--- src/rtl/axi_regslice.sv ---
// AXI4 register slice: five independent per-channel slices (bypass / full skid / forward)
// between a slave port (axis_*) and a mirrored master port (axim_*).

module axi_regslice_chan #(
  parameter int unsigned MODE  = 1,
  parameter int unsigned WIDTH = 8
) (
  input  logic             clk,
  input  logic             rst,
  input  logic             in_valid,
  output logic             in_ready,
  input  logic [WIDTH-1:0] in_data,
  output logic             out_valid,
  input  logic             out_ready,
  output logic [WIDTH-1:0] out_data
);

  if (MODE == 0) begin : g_bypass
    logic unused_clk_rst;
    assign unused_clk_rst = clk ^ rst;
    assign out_valid = in_valid;
    assign in_ready  = out_ready;
    assign out_data  = in_data;

  end else if (MODE == 2) begin : g_fwd
    logic             valid_q;
    logic [WIDTH-1:0] data_q;

    // Ready only looks one stage ahead: free slot or the slot drains this cycle.
    assign in_ready  = !valid_q || out_ready;
    assign out_valid = valid_q;
    assign out_data  = data_q;

    always_ff @(posedge clk) begin
      if (rst) begin
        valid_q <= 1'b0;
        data_q  <= '0;
      end else if (in_valid && in_ready) begin
        valid_q <= 1'b1;
        data_q  <= in_data;
      end else if (out_ready) begin
        valid_q <= 1'b0;
      end
    end

  end else begin : g_full
    typedef enum logic [1:0] {
      S_EMPTY = 2'd0,
      S_ONE   = 2'd1,
      S_FULL  = 2'd2
    } state_t;

    state_t           state_q, state_d;
    logic             ready_q, valid_q;
    logic [WIDTH-1:0] main_q, main_d, skid_q, skid_d;
    logic             push, pop;

    assign push      = in_valid && ready_q;
    assign pop       = valid_q && out_ready;
    assign in_ready  = ready_q;
    assign out_valid = valid_q;
    assign out_data  = main_q;

    always_comb begin
      state_d = state_q;
      main_d  = main_q;
      skid_d  = skid_q;
      case (state_q)
        S_EMPTY: begin
          if (push) begin
            state_d = S_ONE;
            main_d  = in_data;
          end
        end
        S_ONE: begin
          if (push && !pop) begin
            state_d = S_FULL;
            skid_d  = in_data;
          end else if (pop && !push) begin
            state_d = S_EMPTY;
          end else if (push && pop) begin
            main_d  = in_data;
          end
        end
        S_FULL: begin
          // Skid beat moves forward; no push possible since ready is low here.
          if (pop) begin
            state_d = S_ONE;
            main_d  = skid_q;
          end
        end
        default: state_d = S_EMPTY;
      endcase
    end

    // Handshake flags are registered copies derived from the next state.
    always_ff @(posedge clk) begin
      if (rst) begin
        state_q <= S_EMPTY;
        ready_q <= 1'b0;
        valid_q <= 1'b0;
        main_q  <= '0;
        skid_q  <= '0;
      end else begin
        state_q <= state_d;
        ready_q <= (state_d != S_FULL);
        valid_q <= (state_d != S_EMPTY);
        main_q  <= main_d;
        skid_q  <= skid_d;
      end
    end
  end

endmodule

module axi_regslice #(
  parameter int unsigned P_AXI_IDWIDTH = 5,
  parameter int unsigned P_ADDRWIDTH   = 32,
  parameter int unsigned P_DATAWIDTH   = 64,
  parameter int unsigned P_USERWIDTH   = 1,
  parameter int unsigned P_AW_MODE     = 1,
  parameter int unsigned P_W_MODE      = 1,
  parameter int unsigned P_B_MODE      = 1,
  parameter int unsigned P_AR_MODE     = 1,
  parameter int unsigned P_R_MODE      = 1
) (
  input  logic                       clk,
  input  logic                       rst,
  // slave AW
  input  logic [P_ADDRWIDTH-1:0]     axis_awaddr,
  input  logic [7:0]                 axis_awlen,
  input  logic [2:0]                 axis_awsize,
  input  logic [1:0]                 axis_awburst,
  input  logic [P_AXI_IDWIDTH-1:0]   axis_awid,
  input  logic                       axis_awlock,
  input  logic [3:0]                 axis_awcache,
  input  logic [2:0]                 axis_awprot,
  input  logic [P_USERWIDTH-1:0]     axis_awuser,
  input  logic                       axis_awvalid,
  output logic                       axis_awready,
  // slave W
  input  logic [P_AXI_IDWIDTH-1:0]   axis_wid,
  input  logic [P_DATAWIDTH-1:0]     axis_wdata,
  input  logic [P_DATAWIDTH/8-1:0]   axis_wstrb,
  input  logic                       axis_wlast,
  input  logic [P_USERWIDTH-1:0]     axis_wuser,
  input  logic                       axis_wvalid,
  output logic                       axis_wready,
  // slave B
  output logic [P_AXI_IDWIDTH-1:0]   axis_bid,
  output logic [1:0]                 axis_bresp,
  output logic [P_USERWIDTH-1:0]     axis_buser,
  output logic                       axis_bvalid,
  input  logic                       axis_bready,
  // slave AR
  input  logic [P_ADDRWIDTH-1:0]     axis_araddr,
  input  logic [7:0]                 axis_arlen,
  input  logic [2:0]                 axis_arsize,
  input  logic [1:0]                 axis_arburst,
  input  logic [P_AXI_IDWIDTH-1:0]   axis_arid,
  input  logic                       axis_arlock,
  input  logic [3:0]                 axis_arcache,
  input  logic [2:0]                 axis_arprot,
  input  logic [P_USERWIDTH-1:0]     axis_aruser,
  input  logic                       axis_arvalid,
  output logic                       axis_arready,
  // slave R
  output logic [P_AXI_IDWIDTH-1:0]   axis_rid,
  output logic [P_DATAWIDTH-1:0]     axis_rdata,
  output logic [1:0]                 axis_rresp,
  output logic                       axis_rlast,
  output logic [P_USERWIDTH-1:0]     axis_ruser,
  output logic                       axis_rvalid,
  input  logic                       axis_rready,
  // master AW
  output logic [P_ADDRWIDTH-1:0]     axim_awaddr,
  output logic [7:0]                 axim_awlen,
  output logic [2:0]                 axim_awsize,
  output logic [1:0]                 axim_awburst,
  output logic [P_AXI_IDWIDTH-1:0]   axim_awid,
  output logic                       axim_awlock,
  output logic [3:0]                 axim_awcache,
  output logic [2:0]                 axim_awprot,
  output logic [P_USERWIDTH-1:0]     axim_awuser,
  output logic                       axim_awvalid,
  input  logic                       axim_awready,
  // master W
  output logic [P_AXI_IDWIDTH-1:0]   axim_wid,
  output logic [P_DATAWIDTH-1:0]     axim_wdata,
  output logic [P_DATAWIDTH/8-1:0]   axim_wstrb,
  output logic                       axim_wlast,
  output logic [P_USERWIDTH-1:0]     axim_wuser,
  output logic                       axim_wvalid,
  input  logic                       axim_wready,
  // master B
  input  logic [P_AXI_IDWIDTH-1:0]   axim_bid,
  input  logic [1:0]                 axim_bresp,
  input  logic [P_USERWIDTH-1:0]     axim_buser,
  input  logic                       axim_bvalid,
  output logic                       axim_bready,
  // master AR
  output logic [P_ADDRWIDTH-1:0]     axim_araddr,
  output logic [7:0]                 axim_arlen,
  output logic [2:0]                 axim_arsize,
  output logic [1:0]                 axim_arburst,
  output logic [P_AXI_IDWIDTH-1:0]   axim_arid,
  output logic                       axim_arlock,
  output logic [3:0]                 axim_arcache,
  output logic [2:0]                 axim_arprot,
  output logic [P_USERWIDTH-1:0]     axim_aruser,
  output logic                       axim_arvalid,
  input  logic                       axim_arready,
  // master R
  input  logic [P_AXI_IDWIDTH-1:0]   axim_rid,
  input  logic [P_DATAWIDTH-1:0]     axim_rdata,
  input  logic [1:0]                 axim_rresp,
  input  logic                       axim_rlast,
  input  logic [P_USERWIDTH-1:0]     axim_ruser,
  input  logic                       axim_rvalid,
  output logic                       axim_rready
);

  localparam int unsigned STRB_W = P_DATAWIDTH / 8;
  localparam int unsigned A_PW   = P_ADDRWIDTH + 8 + 3 + 2 + P_AXI_IDWIDTH + 1 + 4 + 3 + P_USERWIDTH;
  localparam int unsigned W_PW   = P_AXI_IDWIDTH + P_DATAWIDTH + STRB_W + 1 + P_USERWIDTH;
  localparam int unsigned B_PW   = P_AXI_IDWIDTH + 2 + P_USERWIDTH;
  localparam int unsigned R_PW   = P_AXI_IDWIDTH + P_DATAWIDTH + 2 + 1 + P_USERWIDTH;

  logic [A_PW-1:0] aw_in, aw_out, ar_in, ar_out;
  logic [W_PW-1:0] w_in, w_out;
  logic [B_PW-1:0] b_in, b_out;
  logic [R_PW-1:0] r_in, r_out;

  // Payload packing: every non-handshake field of a channel travels as one vector.
  assign aw_in = {axis_awaddr, axis_awlen, axis_awsize, axis_awburst, axis_awid,
                  axis_awlock, axis_awcache, axis_awprot, axis_awuser};
  assign {axim_awaddr, axim_awlen, axim_awsize, axim_awburst, axim_awid,
          axim_awlock, axim_awcache, axim_awprot, axim_awuser} = aw_out;

  assign w_in = {axis_wid, axis_wdata, axis_wstrb, axis_wlast, axis_wuser};
  assign {axim_wid, axim_wdata, axim_wstrb, axim_wlast, axim_wuser} = w_out;

  assign b_in = {axim_bid, axim_bresp, axim_buser};
  assign {axis_bid, axis_bresp, axis_buser} = b_out;

  assign ar_in = {axis_araddr, axis_arlen, axis_arsize, axis_arburst, axis_arid,
                  axis_arlock, axis_arcache, axis_arprot, axis_aruser};
  assign {axim_araddr, axim_arlen, axim_arsize, axim_arburst, axim_arid,
          axim_arlock, axim_arcache, axim_arprot, axim_aruser} = ar_out;

  assign r_in = {axim_rid, axim_rdata, axim_rresp, axim_rlast, axim_ruser};
  assign {axis_rid, axis_rdata, axis_rresp, axis_rlast, axis_ruser} = r_out;

  axi_regslice_chan #(.MODE(P_AW_MODE), .WIDTH(A_PW)) u_aw (
    .clk(clk), .rst(rst),
    .in_valid(axis_awvalid), .in_ready(axis_awready), .in_data(aw_in),
    .out_valid(axim_awvalid), .out_ready(axim_awready), .out_data(aw_out)
  );

  axi_regslice_chan #(.MODE(P_W_MODE), .WIDTH(W_PW)) u_w (
    .clk(clk), .rst(rst),
    .in_valid(axis_wvalid), .in_ready(axis_wready), .in_data(w_in),
    .out_valid(axim_wvalid), .out_ready(axim_wready), .out_data(w_out)
  );

  axi_regslice_chan #(.MODE(P_B_MODE), .WIDTH(B_PW)) u_b (
    .clk(clk), .rst(rst),
    .in_valid(axim_bvalid), .in_ready(axim_bready), .in_data(b_in),
    .out_valid(axis_bvalid), .out_ready(axis_bready), .out_data(b_out)
  );

  axi_regslice_chan #(.MODE(P_AR_MODE), .WIDTH(A_PW)) u_ar (
    .clk(clk), .rst(rst),
    .in_valid(axis_arvalid), .in_ready(axis_arready), .in_data(ar_in),
    .out_valid(axim_arvalid), .out_ready(axim_arready), .out_data(ar_out)
  );

  axi_regslice_chan #(.MODE(P_R_MODE), .WIDTH(R_PW)) u_r (
    .clk(clk), .rst(rst),
    .in_valid(axim_rvalid), .in_ready(axim_rready), .in_data(r_in),
    .out_valid(axis_rvalid), .out_ready(axis_rready), .out_data(r_out)
  );

endmodule

--- config.mk ---
export PLATFORM = sky130hd
export DESIGN_NAME = axi_regslice
export DESIGN_NICKNAME = d
export VERILOG_FILES = /design/src/rtl/axi_regslice.sv
export SDC_FILE = /design/constraint.sdc
export NUM_CORES = 1
export LEC_CHECK = 0
export ABC_AREA = 1
export CAP_MARGIN = 25
export CORE_ASPECT_RATIO = 1.25
export CORE_MARGIN = 2
export CORE_UTILIZATION = 32
export CTS_CLUSTER_SIZE = 10
export DETAILED_ROUTE_END_ITERATION = 8
export PLACE_DENSITY = 0.63
export SYNTH_ARGS = -nofsm -noshare
export SYNTH_HDL_FRONTEND = slang
export SYNTH_SLANG_ARGS = --single-unit
export TNS_END_PERCENT = 5
--- constraint.sdc ---
create_clock -name clk -period 1.7 [get_ports clk]
set_input_delay 0.255 -clock clk [delete_from_list [all_inputs] [get_ports clk]]
set_output_delay 0.255 -clock clk [all_outputs]
set_load 0.01 [all_outputs]
======== Word-level counts from Yosys, hierarchy flattened ========
Index checks and enable logic that the tools add are counted.
storage, ports and cells
  register bits after elaboration ......... 576
  output and inout port bits .............. 288
cells by class
  equal/unequal tests ..................... 40
  muxes and demuxes ....................... 55
  reduce and logical (&&, ||, !) cells .... 60
operator list
  kind                  number
  $mux W59              10
  $mux W79              5
  $mux W73              5
  $pmux W59 S3          2
  $pmux W79 S3          1
  $pmux W73 S3          1
  $mux W2               20
  $mux W8               5
  $ne A2 B1 Y1 const B  15
  $ne A2 B2 Y1 const B  15
  $pmux W2 S3           5
  $reduce_and A6 Y1     5
  $logic_and A1 B1 Y1   25
  $pmux W8 S3           1
  $reduce_bool A3 Y1    5
  $eq A2 B1 Y1 const B  5
  $eq A2 B2 Y1 const B  5
  $logic_not A1 Y1      10
  $logic_not A2 Y1      5
  $reduce_and A2 Y1     5
  $reduce_bool A2 Y1    5

======== Logic depth before layout (Yosys ltp) ========
  depth after elaboration ................. 7
  gate-level depth with buffers ........... 9

======== Cells and area by module ========
A second synthesis with hierarchy kept.
second synthesis, totals
  cells, all modules ...................... 3995
  area, all modules ....................... 25220.4 um^2
by module, submodules not included
  module                         instances  cells an instance  area each (um^2)
  axi_regslice_chan at u_ar ...  2          847                5368.9
  axi_regslice_chan at u_w       1          1123               7025.5
  axi_regslice_chan at u_r       1          1042               6567.5
  axi_regslice_chan at u_b       1          136                889.6

======== Least setup slack after synthesis ========
Ideal clock, no wire load.
  path kind ............................... flip-flop to flip-flop
  start ................................... reg u_w.g_full.ready_q, in the netlist u_w.in_ready
  end ..................................... reg u_w.g_full.skid_q[27]
  setup time .............................. 113 ps
  arrival ................................. 1218 ps
  slack ................................... 369 ps
  cell stages (with the launch flop) ...... 10
  path buffers ............................ 2
  clock period less this slack ............ 1331 ps
  cells stage by stage .................... dfxtp_1 nand2_1 inv_1 nand2_1 nor2_1 buf_2 buf_2 nand2_1 nand2_1 nor2_1
between the ends
  longest elaborated chain between the ends .. 3
RTL lines
  item                         line  RTL
  from (decl)                  54    logic ready_q, valid_q;
  from (signal assigned)       106   ready_q <= (state_d != S_FULL);
  $logic_and A1 B1 Y1          58    assign push = in_valid && ready_q;
  $logic_and A1 B1 Y1          76    if (push && !pop) begin
  $reduce_and A2 Y1 (no line)  n/a
  to (signal assigned)         109   skid_q <= skid_d;
  to (decl)                    55    logic [WIDTH-1:0] main_q, main_d, skid_q, skid_d;
No other way between the ends.
A chain may end at the register's enable or synchronous reset.

======== Worst setup path after layout ========
  start ................................... reg u_aw.g_full.ready_q, in the netlist u_aw.in_ready
  end ..................................... out axis_awready
RTL lines
  item                    line  RTL
  from (decl)             54
  from (signal assigned)  106
  to (decl)               140   output logic axis_awready,
No word-level cell between the ends.

==> results_tabular.tex <==
\begin{tabular}{lr}
\hline
Metric & Value \\
\hline
\multicolumn{2}{l}{\textbf{Hold path}} \\
Class of the tightest hold or removal check & primary input to flop \\
Worst Hold Launch & axim\_rdata[47] \\
Capture endpoint of the worst hold path & u\_r.g\_full.skid\_q[51] \\
Cells on Worst Hold Path & 3 \\
\multicolumn{2}{l}{\textbf{Detailed routing}} \\
Routed wirelength normalized by instance count & 14.2 microns \\
1st-pass router iterations & 8 \\
Routed WL & 82100 microns \\
Remaining number of nets flagged by the antenna check after routing & 0 \\
Ratio of routed vias to standard cells & 4.47 \\
Number of DRC violations after detailed-routing iteration 0 & 1753 \\
Total via count in the routed design & 25733 \\
Number of DRC violations after detailed routing & 0 \\
\multicolumn{2}{l}{\textbf{Outcome}} \\
Result of the run & finished, final reports clean \\
\multicolumn{2}{l}{\textbf{Yosys}} \\
Syn Inst Count & 4160 \\
Post-synth net total & 4450 \\
Post-synthesis sequential area ratio & 44.3\% \\
Cell type with the largest total area after synthesis & dfxtp\_1 \\
Top cells by area in the synthesized netlist & dfxtp\_1 44\%, nand2\_1 19\%, nor2\_1 13\%, inv\_1 6.3\%, o21ai\_0 5.0\% \\
Yosys warning total & 0 \\
Syn Std Cell Area & 0.0260 sq mm \\
Post-synthesis register bit count & 576 \\
Unique cell type count in the Yosys netlist & 21 \\
Per-instance average area after synthesis & 6.26 sq um \\
Share of the synthesized area in the top cell type & 44.3\% \\
\multicolumn{2}{l}{\textbf{STA}} \\
Tcrit/Tclk final & 94.4\% \\
Count of final max-slew check failures & 0 \\
Max frequency & 0.623 GHz \\
Final Hold Violating Endpoints & 0 \\
Slew at the pin closest to its max-slew limit & 0.524 ns \\
Post-route worst setup slack & 0.0955 ns \\
Worst-case headroom to the max-slew limit & 65.1\% \\
Final count of negative-setup-slack endpoints & 0 \\
Clock skew & 0.0195 ns \\
Setup total negative slack & 0 ns \\
Final period demand of the worst path & 1.60 ns \\
Unrepaired setup endpoints after global routing & no \\
\multicolumn{2}{l}{\textbf{Global routing}} \\
Number of global-route vias before repair & 23720 \\
Number of antenna violations at the first check in global routing & 9 \\
Overflow left after global routing & 0 \\
Global routing usage summed across all routing layers & 18.9\% \\
Pin count of the biggest net entering global routing & 116 \\
First-pass GRT wire length & 128000 microns \\
\multicolumn{2}{l}{\textbf{Setup path}} \\
Largest fanout on the critical path & 3 \\
Worst Path Required & 1.44 ns \\
Worst-case reg-to-reg path depth & 6 \\
Worst path cell trace & clkdlybuf4s15\_1 \\
Nature of the critical path endpoint & output pin \\
Slowest-stage cell, CP & dfxtp\_1 \\
R2R Path End & u\_w.out\_data[15] \\
Arrival time of data at the critical path endpoint & 1.35 ns \\
Setup slack on the worst flop-to-flop path & 0.16 ns \\
Longest individual stage delay on the worst path & 0.39 ns \\
Critical Path Start Type & flop \\
CP Buf/Inv Count & 1 \\
R2R Path Start & u\_w.g\_full.state\_q[0] \\
Kind of cell with the highest combined delay on the critical path & flip-flops \\
Kind of critical path & flop to output pin \\
\multicolumn{2}{l}{\textbf{Clock network}} \\
Cts bufs inserted & 70 \\
H-tree depth & 3 \\
Latest clock arrival within the worst-skew pair & 0.61 ns \\
Bufs on Longest Clock Path & 3 \\
Clock-pin slew of the registers on the worst-case setup and hold paths & 0.05 ns \\
Post-CTS repair timing setup buffer count & 0 \\
CTS tree & built \\
Sink Count & 576 \\
Clock tree root driver cell & clkbuf\_16 \\
\multicolumn{2}{l}{\textbf{Place}} \\
Pre-CTS worst setup slack & -0.0809 ns \\
Sum of net half-perimeters after detailed placement & 55900 microns \\
Count of buffers from port buffering & 577 \\
Global placer's final weighted congestion & 0.824 \\
\multicolumn{2}{l}{\textbf{Layout}} \\
Filler cell count in the final layout & 8499 \\
Syn-to-layout area delta & 35.7\% \\
Fin nets & 4952 \\
Share of post-route cells with drive strength above 1 & 5.04\% \\
Finished Core Util & 43.6\% \\
\multicolumn{2}{l}{\textbf{Floorplanning}} \\
Number of placement rows & 117 \\
Area of the die & 0.0837 sq mm \\
Horizontal die dimension & 259 microns \\
Core area & 0.0811 sq mm \\
Effective utilization at floorplan & 32.1\% \\
Number of placed I/O pins & 578 \\
Height of the chip & 323 microns \\
\multicolumn{2}{l}{\textbf{Pwr}} \\
Maximum vdd ir drop & 0.623 mV \\
Reported leakage power & 0.0173 uW \\
Power per cell area & 978 mW/mm\^{}2 \\
\multicolumn{2}{l}{\textbf{Flow run}} \\
Number of maximum-capacitance violations & 0 \\
\hline
\end{tabular}
## logic make-up (layout without fill, tap and decap cells)
| kind of cell | count (synthesis) | count (layout) | synth area share [%] |
|---|---|---|---|
| buffers and inverters | 711 | 1237 | 11.1 |
| other | 0 | 5 | 0 |
| AOI/OAI and AO/OA | 351 | 351 | 6.74 |
| and+or+nand+nor | 2522 | 2522 | 37.9 |
| DFF | 576 | 576 | 44.3 |
## stage by stage
step	hold WS (ns)	std cells	total power, uW	area [sq um]
4_1_cts	0.190	5757	35100	35300
3_3_place_gp	0.446	5660	21400	33600
6_report	0.242	5762	34600	35300
2_1_floorplan	0.397	4160	18100	26000
3_5_place_dp	0.453	5660	21400	33600
5_1_grt	0.224	5761	36400	35300
## placed cells by master, fill, tap and decap left out
master,n
dfxtp_2,5
dfxtp_1,571
nand2_1,1314
buf_12,56
clkdlybuf4s50_1,288
inv_2,3
bufinv_16,2
clkbuf_1,12
nor2_4,7
nand4_1,3
inv_8,1
a21oi_1,79
nand2_2,6
nand2_4,3
inv_1,435
nor3_1,67
clkbuf_16,70
o21ai_0,260
inv_6,2
o21ai_1,12
diode_2,5
clkdlybuf4s15_1,1
dlygate4sd2_1,287
nand3_2,2
buf_4,69
clkinv_16,4
clkbuf_8,3
clkinvlp_4,1
nor2_1,911
nand3_1,209
dlygate4sd3_1,1
clkinv_8,1
clkinv_2,1
## Yosys cell counts, drive strengths merged
| cell type | n |
|---|---|
| nand2 | 1323 |
| nor2 | 918 |
| dfxtp | 576 |
| inv | 439 |
| o21ai | 272 |
| nand3 | 211 |
| buf | 171 |
| clkbuf | 101 |
| a21oi | 79 |
| nor3 | 67 |
| nand4 | 3 |
## layer usage
layer	track usage, %	up-vias	wire, microns
li1	-	13495	-
met1	22.7	11434	34700
met2	31.9	636	38800
met3	4.51	158	5030
met4	8.77	10	3460
met5	0	-	70
## worst max-delay path by stage
| stage | start | to | slack (ns) | depth (start not counted) |
|---|---|---|---|---|
| after floorplan | u_w.in_ready | u_w.g_full.skid_q[27] | 0.37 | 9 |
| after detailed placement | axim_wready | u_w.out_data[15] | -0.08 | 8 |
| final | u_aw.in_ready | axis_awready | 0.1 | 1 |
| after global placement | axim_wready | u_w.out_data[15] | -0.05 | 8 |
| after global routing | u_aw.in_ready | axis_awready | 0.004 | 1 |
| after CTS | u_aw.in_ready | axis_awready | 0.007 | 1 |
## final cells by class
class	instances	area [sq um]	area share, %
clock buffers	85	1840	5.20
inverters	439	1660	4.68
well taps	1071	1340	3.79
multi-input cells	2873	11700	33.0
diodes	5	12.5	0.0354
clock inverters	11	226	0.641
repair buffers	702	7060	20.0
flip-flops and latches	576	11500	32.6
## state kept, by name, summed over array words and instances (netlist names), 2 cells and up
| name | count |
|---|---|
| u_ar.g_full.skid_q | 59 |
| u_ar.g_full.state_q | 2 |
| u_ar.out_data | 59 |
| u_aw.g_full.skid_q | 59 |
| u_aw.g_full.state_q | 2 |
| u_aw.out_data | 59 |
| u_b.g_full.skid_q | 8 |
| u_b.g_full.state_q | 2 |
| u_b.out_data | 8 |
| u_r.g_full.skid_q | 73 |
| u_r.g_full.state_q | 2 |
| u_r.out_data | 73 |
| u_w.g_full.skid_q | 79 |
| u_w.g_full.state_q | 2 |
| u_w.out_data | 79 |
## where the power goes
part / internal, uW / leakage, uW / switching (uW)
logic: 2530 / 0.0116 / 3230
clock network: 7970 / 0.000992 / 5930
registers: 14400 / 0.00471 / 507
## timing repair
action / CTS / global route
hold buffers: 1 / 0
endpoints found under the setup margin: 288 / 0
hold endpoints to repair: 8 / 0
resized for setup: 293 / 0
No activity file was read; power rests on OpenSTA's default activity.
